### src/rtl/tri_raster_scheduler_pkg.sv
`default_nettype none
// ----------------------------------------------------------------------------
// types: shared triangle, vertex and bounding-box types for the raster scheduler
// Rev 1.0
// ----------------------------------------------------------------------------
package types;

    typedef struct packed {
        logic signed [15:0] x;
        logic signed [15:0] y;
        logic signed [15:0] z;
    } vec3_i16;

    typedef struct packed {
        vec3_i16 v0;
        vec3_i16 v1;
        vec3_i16 v2;
    } tri_2d;

    typedef struct packed {
        logic [11:0] xmin;
        logic [11:0] xmax;
        logic [11:0] ymin;
        logic [11:0] ymax;
    } bbox_t;

    function automatic logic [11:0] min3(input logic [11:0] a, input logic [11:0] b,
                                         input logic [11:0] c);
        logic [11:0] m;
        m = (a < b) ? a : b;
        return (m < c) ? m : c;
    endfunction

    function automatic logic [11:0] max3(input logic [11:0] a, input logic [11:0] b,
                                         input logic [11:0] c);
        logic [11:0] m;
        m = (a > b) ? a : b;
        return (m > c) ? m : c;
    endfunction

endpackage
`default_nettype wire

### src/rtl/tri_raster_scheduler_bbox.sv
`default_nettype none
// ----------------------------------------------------------------------------
// tri_bbox: combinational screen-clamped bounding box of three 12-bit vertices
// Rev 1.0
// ----------------------------------------------------------------------------
module tri_bbox import types::*; #(
    parameter int H_MAX = 1023,
    parameter int V_MAX = 767
) (
    input  logic [11:0] x0_i,
    input  logic [11:0] y0_i,
    input  logic [11:0] x1_i,
    input  logic [11:0] y1_i,
    input  logic [11:0] x2_i,
    input  logic [11:0] y2_i,
    output bbox_t       bbox_o,
    output logic        empty_o
);
    localparam logic [11:0] c_XLIM = 12'(H_MAX);
    localparam logic [11:0] c_YLIM = 12'(V_MAX);

    logic [11:0] w_xmin, w_xmax, w_ymin, w_ymax;

    assign w_xmin = min3(x0_i, x1_i, x2_i);
    assign w_xmax = max3(x0_i, x1_i, x2_i);
    assign w_ymin = min3(y0_i, y1_i, y2_i);
    assign w_ymax = max3(y0_i, y1_i, y2_i);

    assign bbox_o.xmin = w_xmin;
    assign bbox_o.ymin = w_ymin;
    assign bbox_o.xmax = (w_xmax > c_XLIM) ? c_XLIM : w_xmax;
    assign bbox_o.ymax = (w_ymax > c_YLIM) ? c_YLIM : w_ymax;
    // A box starting off-screen has nothing to scan even after clamping.
    assign empty_o     = (w_xmin > c_XLIM) || (w_ymin > c_YLIM);

endmodule
`default_nettype wire

### src/rtl/tri_raster_scheduler.sv
`default_nettype none
// ----------------------------------------------------------------------------
// tri_raster_scheduler: raster-scans a triangle's bounding box through a fill unit
// Rev 1.0
// ----------------------------------------------------------------------------
module tri_raster_scheduler import types::*; #(
    parameter int H_MAX        = 1023,
    parameter int V_MAX        = 767,
    parameter int OUT_DEPTH    = 4,
    parameter int FILL_LATENCY = 3
) (
    input  logic        clk,
    input  logic        rst,
    input  tri_2d       tri_in,
    input  logic        tri_valid,
    output logic        tri_ready,
    output logic [11:0] fill_h,
    output logic [11:0] fill_v,
    output tri_2d       fill_tri,
    output logic        fill_issue,
    input  logic        fill_valid,
    input  logic        fill_within,
    output logic [11:0] pix_x,
    output logic [11:0] pix_y,
    output logic        pix_valid,
    input  logic        pix_ready,
    output logic        done
);
    localparam int PW = (OUT_DEPTH > 1) ? $clog2(OUT_DEPTH) : 1;
    localparam int CW = $clog2(OUT_DEPTH) + 1;
    localparam int IW = $clog2(FILL_LATENCY + 1);

    localparam logic [1:0] c_IDLE  = 2'd0;
    localparam logic [1:0] c_SETUP = 2'd1;
    localparam logic [1:0] c_SCAN  = 2'd2;
    localparam logic [1:0] c_DRAIN = 2'd3;

    logic [1:0]    state_q, state_d;
    tri_2d         fill_tri_q;
    bbox_t         bbox_q, w_bbox;
    logic          w_empty;
    logic [11:0]   h_q, h_d, v_q, v_d;
    logic [CW-1:0] inflight_q, inflight_d, count_q, count_d, w_used;
    logic [PW-1:0] head_q, tail_q;
    logic [11:0]   mem_x [OUT_DEPTH];
    logic [11:0]   mem_y [OUT_DEPTH];
    logic [11:0]   sh_h_q [FILL_LATENCY];
    logic [11:0]   sh_v_q [FILL_LATENCY];
    logic [IW-1:0] ign_q;
    logic          done_q, done_d;
    logic          w_issue, w_ret, w_push, w_pop;

    tri_bbox #(.H_MAX(H_MAX), .V_MAX(V_MAX)) u_bbox (
        .x0_i   (fill_tri_q.v0.x[11:0]),
        .y0_i   (fill_tri_q.v0.y[11:0]),
        .x1_i   (fill_tri_q.v1.x[11:0]),
        .y1_i   (fill_tri_q.v1.y[11:0]),
        .x2_i   (fill_tri_q.v2.x[11:0]),
        .y2_i   (fill_tri_q.v2.y[11:0]),
        .bbox_o (w_bbox),
        .empty_o(w_empty)
    );

    assign w_ret  = fill_valid && (ign_q == '0);
    assign w_push = w_ret && fill_within;
    assign w_pop  = (count_q != '0) && pix_ready;
    // The slot being popped this cycle is already free for a new credit.
    assign w_used  = (count_q - CW'(w_pop)) + inflight_q;
    assign w_issue = (state_q == c_SCAN) && (w_used < CW'(OUT_DEPTH));

    always_comb begin
        state_d = state_q;
        h_d     = h_q;
        v_d     = v_q;
        done_d  = 1'b0;
        case (state_q)
            c_IDLE: if (tri_valid) state_d = c_SETUP;
            c_SETUP: begin
                if (w_empty) begin
                    state_d = c_IDLE;
                    done_d  = 1'b1;
                end else begin
                    state_d = c_SCAN;
                    h_d     = w_bbox.xmin;
                    v_d     = w_bbox.ymin;
                end
            end
            c_SCAN: begin
                if (w_issue) begin
                    if (h_q == bbox_q.xmax) begin
                        if (v_q == bbox_q.ymax) begin
                            state_d = c_DRAIN;
                        end else begin
                            h_d = bbox_q.xmin;
                            v_d = v_q + 12'd1;
                        end
                    end else begin
                        h_d = h_q + 12'd1;
                    end
                end
            end
            c_DRAIN: begin
                if (inflight_q == '0) begin
                    state_d = c_IDLE;
                    done_d  = 1'b1;
                end
            end
            default: state_d = c_IDLE;
        endcase
    end

    always_comb begin
        inflight_d = inflight_q;
        if (w_issue && !w_ret)      inflight_d = inflight_q + CW'(1);
        else if (!w_issue && w_ret) inflight_d = inflight_q - CW'(1);
        count_d = count_q;
        if (w_push && !w_pop)       count_d = count_q + CW'(1);
        else if (!w_push && w_pop)  count_d = count_q - CW'(1);
    end

    always_ff @(posedge clk) begin
        if (rst) begin
            state_q    <= c_IDLE;
            fill_tri_q <= '0;
            bbox_q     <= '0;
            h_q        <= '0;
            v_q        <= '0;
            inflight_q <= '0;
            count_q    <= '0;
            head_q     <= '0;
            tail_q     <= '0;
            ign_q      <= IW'(FILL_LATENCY);
            done_q     <= 1'b0;
        end else begin
            state_q    <= state_d;
            h_q        <= h_d;
            v_q        <= v_d;
            inflight_q <= inflight_d;
            count_q    <= count_d;
            done_q     <= done_d;
            if (state_q == c_IDLE && tri_valid) fill_tri_q <= tri_in;
            if (state_q == c_SETUP)             bbox_q     <= w_bbox;
            if (w_push)                         tail_q     <= tail_q + PW'(1);
            if (w_pop)                          head_q     <= head_q + PW'(1);
            if (ign_q != '0)                    ign_q      <= ign_q - IW'(1);
        end
    end

    // Coordinates ride alongside the fill unit so each return finds its own (h, v).
    always_ff @(posedge clk) begin
        sh_h_q[0] <= h_q;
        sh_v_q[0] <= v_q;
        for (int i = 1; i < FILL_LATENCY; i++) begin
            sh_h_q[i] <= sh_h_q[i-1];
            sh_v_q[i] <= sh_v_q[i-1];
        end
        if (w_push) begin
            mem_x[tail_q] <= sh_h_q[FILL_LATENCY-1];
            mem_y[tail_q] <= sh_v_q[FILL_LATENCY-1];
        end
    end

    assign tri_ready  = (state_q == c_IDLE);
    assign fill_h     = h_q;
    assign fill_v     = v_q;
    assign fill_tri   = fill_tri_q;
    assign fill_issue = w_issue;
    assign pix_valid  = (count_q != '0);
    assign pix_x      = pix_valid ? mem_x[head_q] : '0;
    assign pix_y      = pix_valid ? mem_y[head_q] : '0;
    assign done       = done_q;

    a_no_overflow: assert property (@(posedge clk) disable iff (rst)
        !(w_push && (count_q == CW'(OUT_DEPTH))));

endmodule
`default_nettype wire

### config.mk
export PLATFORM = sky130hd
export DESIGN_NAME = tri_raster_scheduler
export DESIGN_NICKNAME = d
export VERILOG_FILES = /design/src/rtl/tri_raster_scheduler_pkg.sv /design/src/rtl/tri_raster_scheduler_bbox.sv /design/src/rtl/tri_raster_scheduler.sv
export SDC_FILE = /design/constraint.sdc
export NUM_CORES = 1
export LEC_CHECK = 0
export BUFFER_PORTS_ARGS = -buffer_cell sky130_fd_sc_hd__buf_2
export CAP_MARGIN = 20
export CORE_MARGIN = 1
export CORE_UTILIZATION = 30
export DETAILED_ROUTE_END_ITERATION = 8
export PLACE_DENSITY = 0.58
export SETUP_SLACK_MARGIN = 0.1
export SLEW_MARGIN = 40
export SYNTH_ARGS = -nofsm -noshare
export SYNTH_HDL_FRONTEND = slang
export SYNTH_HIERARCHICAL = 1
export SYNTH_SLANG_ARGS = --single-unit
### constraint.sdc
create_clock -name clk -period 4.71 [get_ports clk]
set_input_delay 0.471 -clock clk [delete_from_list [all_inputs] [get_ports clk]]
set_output_delay 0.471 -clock clk [all_outputs]
set_load 0.005 [all_outputs]
==> flow_summary.ini, run 1 <==
[global_routing]
antenna_found_initial = 7
grt_pass1_wl_um = 79000
grt_max_degree = 141
track_usage = 0.175
grt_pass1_vias = 13700
overflow = 0

[status]
status = complete, no violations

[sta]
fin_ws_ps = 261
finalSetupViolations = 0
slew_violations = 0
relSlewSlack = 0.461
fin_worst_skew_ps = 27.8
rsz0062_at_grt = no
hold_viol = 0
finalCritPeriodShare = 0.945
max_freq_mhz = 225
period_minus_slack_ps = 4450
worst_pin_slew_ps = 801

[worst_setup_path]
startpoint_type = flop
cp_max_fo = 8
crit_path_end_kind = flop
required_ps = 5140
critPathKind = reg -> reg
rr_worst_depth = 19
critical_path_arrival_ps = 4880

[synth]
synth_area_leaders = dfxtp_1 34%, edfxtp_1 17%, nand2_1 7.6%
synth_area_per_cell_um2 = 9.85
synth_top_cell_by_area = dfxtp_1
synth_cell_types = 72
post-synth-top-count-cell = nand2_1
ys_ff_latch = 389
yosysSeqAreaShare = 0.509
async_flop_share = 0
synth_common_cells = 349 x nand2_1, 293 x dfxtp_1, 206 x a21oi_1
yosysWarnings = 6
synthDominantCellAreaShare = 0.341
synth_edf_count = 96
syn_inst = 1745
synth_flop_cell = dfxtp_1
syn_area_um2 = 17200

[floorplanning]
chipWidth_um = 241
core_area_um2 = 56500
dieArea_um2 = 58200
ios = 346
rows = 87
die_y_um = 241
initial_core_util = 0.304

[cts]
htreeDepth = 2
cts_num_sinks = 389
path_clk_slew_ps = 60
clock_latency_ps = 570
cts_tree = done
cts.path.max_buffers = 3
numCtsBuffers = 44
clockRootBuffer = clkbuf_16
ctsHoldBuffers = 0

[power_and_ir_drop]
switching_share = 0.357
power_leakage_uw = 0.00936
ir_drop_v = 0.000274
comb_power_share = 0.376
switchingPower_uw = 4480
p_seq_frac = 0.345
p_clk_frac = 0.278
power_density_nw_per_um2 = 561
internal_power_uw = 8070
totalPowerFinal_uw = 12500

[route]
drt-vias-per-instance = 4.78
wl_um = 52100
drtAntennaViolNets = 0
dr.pass1.iters = 5
post-route-drc-count = 0
dr.first_iter.drc_count = 647
routedWlPerCell_um = 17.8
num_vias = 14000

[place]
portBuffers = 345
dpl.hpwl_um = 38600
place.gp.congestion = 0.875
place_area_um2 = 20300
dp.cells = 2841
pre_cts_slack_ps = -196

[min_path]
min_path_cells = 3
hp-class = in -> reg

[final_layout]
n_fill_cell = 5592
syn2layout_area_growth_pct = 30.1
drive_gt1_frac = 0.314
stdcell_area_um2 = 22400
fin_nets = 2376
ff_latch_area_um2 = 8770
fin_cells = 2932
multi_input_area_um2 = 8320

[run]
cap_violations = 0
## power groups by stage
stage,clock (µW),combinational [µW],sequential [µW]
5_1_grt,3730,5200,4410
3_3_place_gp,0,4360,4380
2_1_floorplan,0,2980,4260
4_1_cts,3600,4490,4340
3_5_place_dp,0,4440,4400
6_report,3490,4720,4330
## state kept, by name, indices dropped and copies added (netlist names), named ones only
signal / count
ign_q: 2
done: 1
head_q: 2
sh_v_q: 36
inflight_q: 3
fill_h: 12
mem_y: 48
sh_h_q: 36
fill_tri: 144
mem_x: 48
tail_q: 2
count_q: 3
state_q: 1
bbox_q: 36
fill_v: 12
## metrics by stage
step / hold WS, ps / utilization / setup TNS (ps)
CTS: 96.7 / 0.386 / 0
detailed placement: 312 / 0.359 / -1540
finish: 133 / 0.396 / 0
global route: 111 / 0.396 / 0
global placement: 310 / 0.358 / -832
floorplan: 310 / - / 0
## cells in the final DEF (no fill, tap or decap), drive strengths merged, types with 11 or more instances in the layout
cell and n:
nand2 349, mux2i 48, nor2 84, ha 86, a21oi 209, nor3 16
o21ai 49, xor2 21, a21o 11, edfxtp 96, clkinv 12, and2 31
inv 83, a2bb2oi 18, dfxtp 293, mux4 24, clkbuf 58, xnor2 21
mux2 32, nand3 21, buf 443, nand4 13
## area by class of cell
| cell class | count | share of cell area |
|---|---|---|
| antenna | 4 | 0.000448 |
| clock buffer | 58 | 0.0571 |
| clock inverter | 22 | 0.0102 |
| inverter | 81 | 0.0137 |
| multi-input combinational | 1179 | 0.372 |
| sequential | 389 | 0.392 |
| tap | 756 | 0.0423 |
| timing repair buffer | 443 | 0.112 |
## path summary, 6_finish.rpt
kind | from | end | slack [ps]
worst max-delay path | fill_tri[65] | fill_v[10] | 260
worst min-delay path | tri_in[112] | fill_tri[112] | 130
worst max register to register | fill_tri[65] | fill_v[10] | 260
worst min register to register | sh_v_q[0][15] | sh_v_q[0][27] | 320
## critical path: stages (launching register included)
cell and delay, ps:
dfxtp_4 370, inv_4 40, ha_4 200, nor2b_4 120, o211ai_2 190, a21boi_4 100
or3_4 410, mux2_4 340, ha_4 170, or3_1 360, o211ai_1 170, o21ai_2 110
o41ai_4 400, mux2_4 250, o21ai_4 80, nand2_2 100, o311ai_4 120, or3_4 420
o311ai_4 290, a21oi_1 90
## kinds of logic (layout without fill, tap and decap cells)
family	Yosys count	count (layout)	synth area share
AO/OA/AOI/OAI	373	373	0.134
XOR/XNOR	42	42	0.0214
adder cells (fa/ha/maj)	88	88	0.0649
buffers and inverters	180	604	0.0422
flip-flops	389	389	0.509
multiplexers	104	104	0.0806
other	1	8	0.000218
AND/OR/NAND/NOR	568	568	0.147
## what timing repair did
action                                  in CTS  in global routing
buffers inserted                             0                  7
endpoints found under the setup margin      24                 26
gates resized for setup                     10                 78
pin swaps                                    0                 34
## per-layer routing
| layer | part of all wire | global-route usage |
|---|---|---|
| met3 | 0.067 | 0.0475 |
| met5 | 0.0011 | 0 |
| met1 | 0.45 | 0.228 |
| met2 | 0.46 | 0.282 |
| met4 | 0.023 | 0.0516 |
Note: power is estimated with default switching activity, not from simulation.
==> inputs of run 2 (changes only) <==
--- a/config.mk
+++ b/config.mk
@@ -19 +19,2 @@
 export SYNTH_SLANG_ARGS = --single-unit
+export TNS_END_PERCENT = 100
==> constraint.sdc (replaced) <==
create_clock -name clk -period 4.71 [get_ports clk]
set_input_delay 1.413 -clock clk [delete_from_list [all_inputs] [get_ports clk]]
set_output_delay 1.413 -clock clk [all_outputs]
set_load 0.005 [all_outputs]
==> run 2 against run 1 <==
Net effect:
- non-clock buffer count up 4
- largest cell class unchanged
- critical endpoint is now fill_v[4]
- flip-flop and latch count unchanged
- setup slack worse by 100 ps
- critical path type unchanged
- core utilization up 0.14 points
- maximum frequency down 2.3%
==> flow_summary.ini, run 2 (synthesized netlist as in run 1, its figures left out) <==
[status]
status = complete, no violations

[sta]
relSlewSlack = 0.470
rsz0062_at_grt = yes
worst_pin_slew_ps = 795
hold_viol = 0
max_freq_mhz = 220
fin_worst_skew_ps = 25.6
finalSetupViolations = 0
slew_violations = 0
finalCritPeriodShare = 0.966
period_minus_slack_ps = 4550

[worst_setup_path]
cp-startpoint = fill_tri[69]
required_ps = 5200
startpoint_type = flop
cpPeakStageDelay_ps = 440
critical_path_buf_inv_count = 3
cp_max_fo = 5
cp-endpoint = fill_v[4]
critPathMostFrequentCell = mux2_4
r2r-start = fill_tri[69]
critPathTopFamily = compound AO/OA/AOI/OAI gates
slowest_stage = or3_4
rr_worst_depth = 21
crit_path_end_kind = flop
critical_path_arrival_ps = 5040
worstPathCellList = inv_1, ha_1, a21o_1, nand3_2, a21oi_4, or3_4, mux2_4, ha_4, or3_1, o211ai_1, o21ai_2, o41ai_4, mux2_4, o21ai_4, nand2_2, o311ai_4, buf_6, nor3_4, buf_4, a2111o_1, o31ai_2
r2r_slack_ps = 160
rr_endpoint = fill_v[4]
critPathKind = reg -> reg
path_depth = 21

[final_layout]
fin_util = 0.397
stdcell_area_um2 = 22400
mostFrequentLayoutCells = 344 x nand2_1, 344 x buf_2, 279 x dfxtp_1, 197 x a21oi_1, 96 x edfxtp_1
largest_reg_flops = 144
drive_gt1_frac = 0.316
syn2layout_area_growth_pct = 30.6
fin_nets = 2380

[run]
cap_violations = 0

[place]
place.gp.congestion = 0.846
dpl.hpwl_um = 38200
portBuffers = 345
place_area_um2 = 20300

[cts]
numCtsBuffers = 44
ctsHoldBuffers = 0
htreeDepth = 2
cts_tree = done
path_clk_slew_ps = 60
cts.path.max_buffers = 3
cts_num_sinks = 389
clockRootBuffer = clkbuf_16
clock_latency_ps = 580

[floorplanning]
core_area_um2 = 56500
dieArea_um2 = 58200
die_y_um = 241
ios = 346
chipWidth_um = 241
rows = 87
initial_core_util = 0.304

[global_routing]
grt_pass1_vias = 13500
antenna_found_initial = 6
overflow = 0
grt_max_degree = 127
track_usage = 0.174
grt_pass1_wl_um = 78300

[power_and_ir_drop]
power_leakage_uw = 0.00946
ir_drop_v = 0.000264
totalPowerFinal_uw = 12900
power_density_nw_per_um2 = 573

[route]
drtAntennaViolNets = 0
post-route-drc-count = 0
drt-vias-per-instance = 4.80
dr.pass1.iters = 6
wl_um = 52300
routedWlPerCell_um = 17.8
num_vias = 14100
dr.first_iter.drc_count = 755

[min_path]
hp-class = reg -> reg
==> run 2: layer usage <==
layer	GRT usage	up-vias	wire length (µm)
li1	-	6895	-
met1	0.227	6684	23300
met2	0.277	428	23900
met3	0.0501	79	3750
met4	0.0560	8	1400
met5	0	-	38
==> run 2: worst min path at each step <==
stage,start,end,slack (ps),cells after the start
detailed placement,sh_h_q[0][0],sh_h_q[0][12],310,0
CTS,sh_v_q[0][12],sh_v_q[0][24],310,0
global placement,sh_h_q[0][12],sh_h_q[0][24],310,0
global route,sh_v_q[0][12],sh_v_q[0][24],320,0
finish,sh_v_q[0][12],sh_v_q[0][24],320,0
floorplan,sh_h_q[0][0],sh_h_q[0][12],310,0
==> run 2: area by class of cell <==
type	count	area, µm²
fillers	5652	34100
diodes	3	7.51
clock inverters	28	438
multi-input cells	1179	8240
well taps	756	946
flip-flops and latches	389	8770
repair buffers	447	2550
inverters	81	304
clock buffers	53	1180
==> run 2: report_power, final <==
part           total [µW]  internal (µW)  leakage, µW  switching, µW
clock network        3790           2360     0.000802           1420
logic                4770           2070      0.00536           2700
registers            4300           3920      0.00329            382
==> run 2: worst register-to-register path, delay by kind of cell (launching register included) <==
kind,cells,cell delay (ps)
buf+inv,3,360
flops,1,320
mux,2,720
fa+ha+maj,2,510
simple gates,5,980
compound gates,9,1620
==> run 2: repair_timing <==
item	CTS	global route
gates resized for setup	7	85
buffers inserted	0	9
setup endpoints to repair	24	31
cloned	0	0
pin swaps	3	42
==> run 2: through the flow <==
step	worst slack (ps)	hold WS (ps)	cells	TNS (ps)
CTS	101	315	2924	0
global route	-32.7	325	2933	-32.7
floorplan	114	310	1748	0
finish	159	321	2936	0
global placement	-126	310	2843	-937
detailed placement	-191	312	2843	-1720
==> inputs of run 3 (changes only) <==
- CELL_PAD_IN_SITES_DETAIL_PLACEMENT: default -> 0
- CELL_PAD_IN_SITES_GLOBAL_PLACEMENT: default -> 2
- PLACE_DENSITY: 0.58 -> 0.81
==> run 3 against run 2 <==
Net effect:
- register-to-register slack worse by 60 ps
- critical path type unchanged
- setup slack got worse by 62 ps
- core utilization down 0.14 points
- total power decreased by 2.8%
- largest cell class unchanged
- sequential power is essentially flat
- routed wire length is 0.74% lower
- design area fell by 0.36%
- count of clock-buffer cells in the layout down 1
- clock skew fell by 5.8 ps
==> flow_summary.ini, run 3 (synthesized netlist as in run 1, its figures left out) <==
[sta]
period_minus_slack_ps = 4610
hold_viol = 0
rsz0062_at_grt = yes
max_freq_mhz = 217
finalCritPeriodShare = 0.980
slew_violations = 0
worst_pin_slew_ps = 837
fin_worst_skew_ps = 19.9
relSlewSlack = 0.442
finalSetupViolations = 0

[cts]
cts_num_sinks = 389
clock_latency_ps = 570
cts_tree = done
numCtsBuffers = 43
path_clk_slew_ps = 70
cts.path.max_buffers = 3
htreeDepth = 2
clockRootBuffer = clkbuf_16
ctsHoldBuffers = 0

[final_layout]
stdcell_area_um2 = 22400
mostFrequentLayoutCells = 346 x nand2_1, 345 x buf_2, 283 x dfxtp_1, 198 x a21oi_1, 98 x buf_4
largest_reg_flops = 144
fin_nets = 2385
ff_latch_area_um2 = 8760
multi_input_area_um2 = 8300
syn2layout_area_growth_pct = 30.1
layout_commonest_cell = nand2_1
fin_cells = 2938
n_fill_cell = 5665
drive_gt1_frac = 0.316

[worst_setup_path]
rr_worst_depth = 21
slowest_stage = a2111o_1
critical_path_buf_inv_count = 3
cp_max_fo = 4
critical_path_arrival_ps = 5100
critPathTopFamily = compound AO/OA/AOI/OAI gates
critPathKind = reg -> reg
crit_path_end_kind = flop
cpPeakStageDelay_ps = 430
path_depth = 21
worstPathCellList = inv_4, ha_4, nor2b_4, o211ai_2, a21boi_4, or3_4, mux2_4, ha_4, or3_1, o211ai_1, o21ai_2, o41ai_4, mux2_4, o21ai_4, nand2_2, o311ai_4, buf_6, nor3_4, buf_6, a2111o_1, o31ai_2
required_ps = 5190
startpoint_type = flop

[global_routing]
met2_usage = 0.272
antenna_found_initial = 7
use_met1 = 0.236
grt_max_degree = 145
grt_pass1_wl_um = 79300
busiest_layer = met2
grt_use_met3 = 0.0469
grt_pass1_vias = 13900
track_usage = 0.175
overflow = 0

[status]
status = complete, no violations

[floorplanning]
chipWidth_um = 241
initial_core_util = 0.304
rows = 87
die_y_um = 241
core_area_um2 = 56500
dieArea_um2 = 58200
ios = 346

[run]
cap_violations = 0

[place]
place.gp.congestion = 0.834
dpl.hpwl_um = 38200
portBuffers = 345
dp.cells = 2848
place_area_um2 = 20300

[min_path]
min_path_cells = 0
hp-class = reg -> reg

[route]
wl_um = 51900
dr.first_iter.drc_count = 690
dr.pass1.iters = 5
drt-vias-per-instance = 4.75
routedWlPerCell_um = 17.7
post-route-drc-count = 0
num_vias = 14000
drtAntennaViolNets = 0

[power_and_ir_drop]
power_leakage_uw = 0.00937
ir_drop_v = 0.000257
power_density_nw_per_um2 = 559
-- run 3: power breakdown --
part	internal, µW	switching (µW)
Sequential	3920	382
Clock	2000	1410
Combinational	2100	2690
-- run 3: final cells by class --
| cell class | instances | share of cell area |
|---|---|---|
| Multi-Input combinational cell | 1179 | 0.371 |
| Antenna cell | 3 | 0.000336 |
| Timing Repair Buffer | 453 | 0.116 |
| Sequential cell | 389 | 0.392 |
| Clock buffer | 52 | 0.0519 |
| Inverter | 81 | 0.0137 |
| Tap cell | 756 | 0.0423 |
| Clock inverter | 25 | 0.0123 |
-- run 3: worst paths after layout --
check | to | slack [ps] | from
max | fill_v[4] | 100 | fill_tri[65]
min | sh_v_q[0][30] | 320 | sh_v_q[0][18]
min reg2reg | sh_v_q[0][30] | 320 | sh_v_q[0][18]
max reg2reg | fill_v[4] | 100 | fill_tri[65]
-- run 3: per-stage QoR --
stage          hold WS, ps  power [µW]  TNS (ps)  worst slack [ps]   util
2_1_floorplan          310        7240         0               114      -
3_3_place_gp           310        8820     -99.0             -35.2  0.360
3_5_place_dp           312        8900      -995              -131  0.360
4_1_cts                324       12400         0               107  0.386
5_1_grt                330       13300     -60.5             -44.1  0.396
6_report               325       12500         0              96.3  0.396
-- run 3: repair_timing --
action	CTS	global route
cloned	0	1
endpoints found under the setup margin	22	33
setup buffers	0	9
gates resized for setup	8	85
pin swaps	2	34
-- run 3: per-layer routing --
layer,vias up,share of wire
met3,75,0.063
met4,14,0.021
met5,-,0.0015
li1,6884,-
met1,6649,0.47
met2,345,0.45
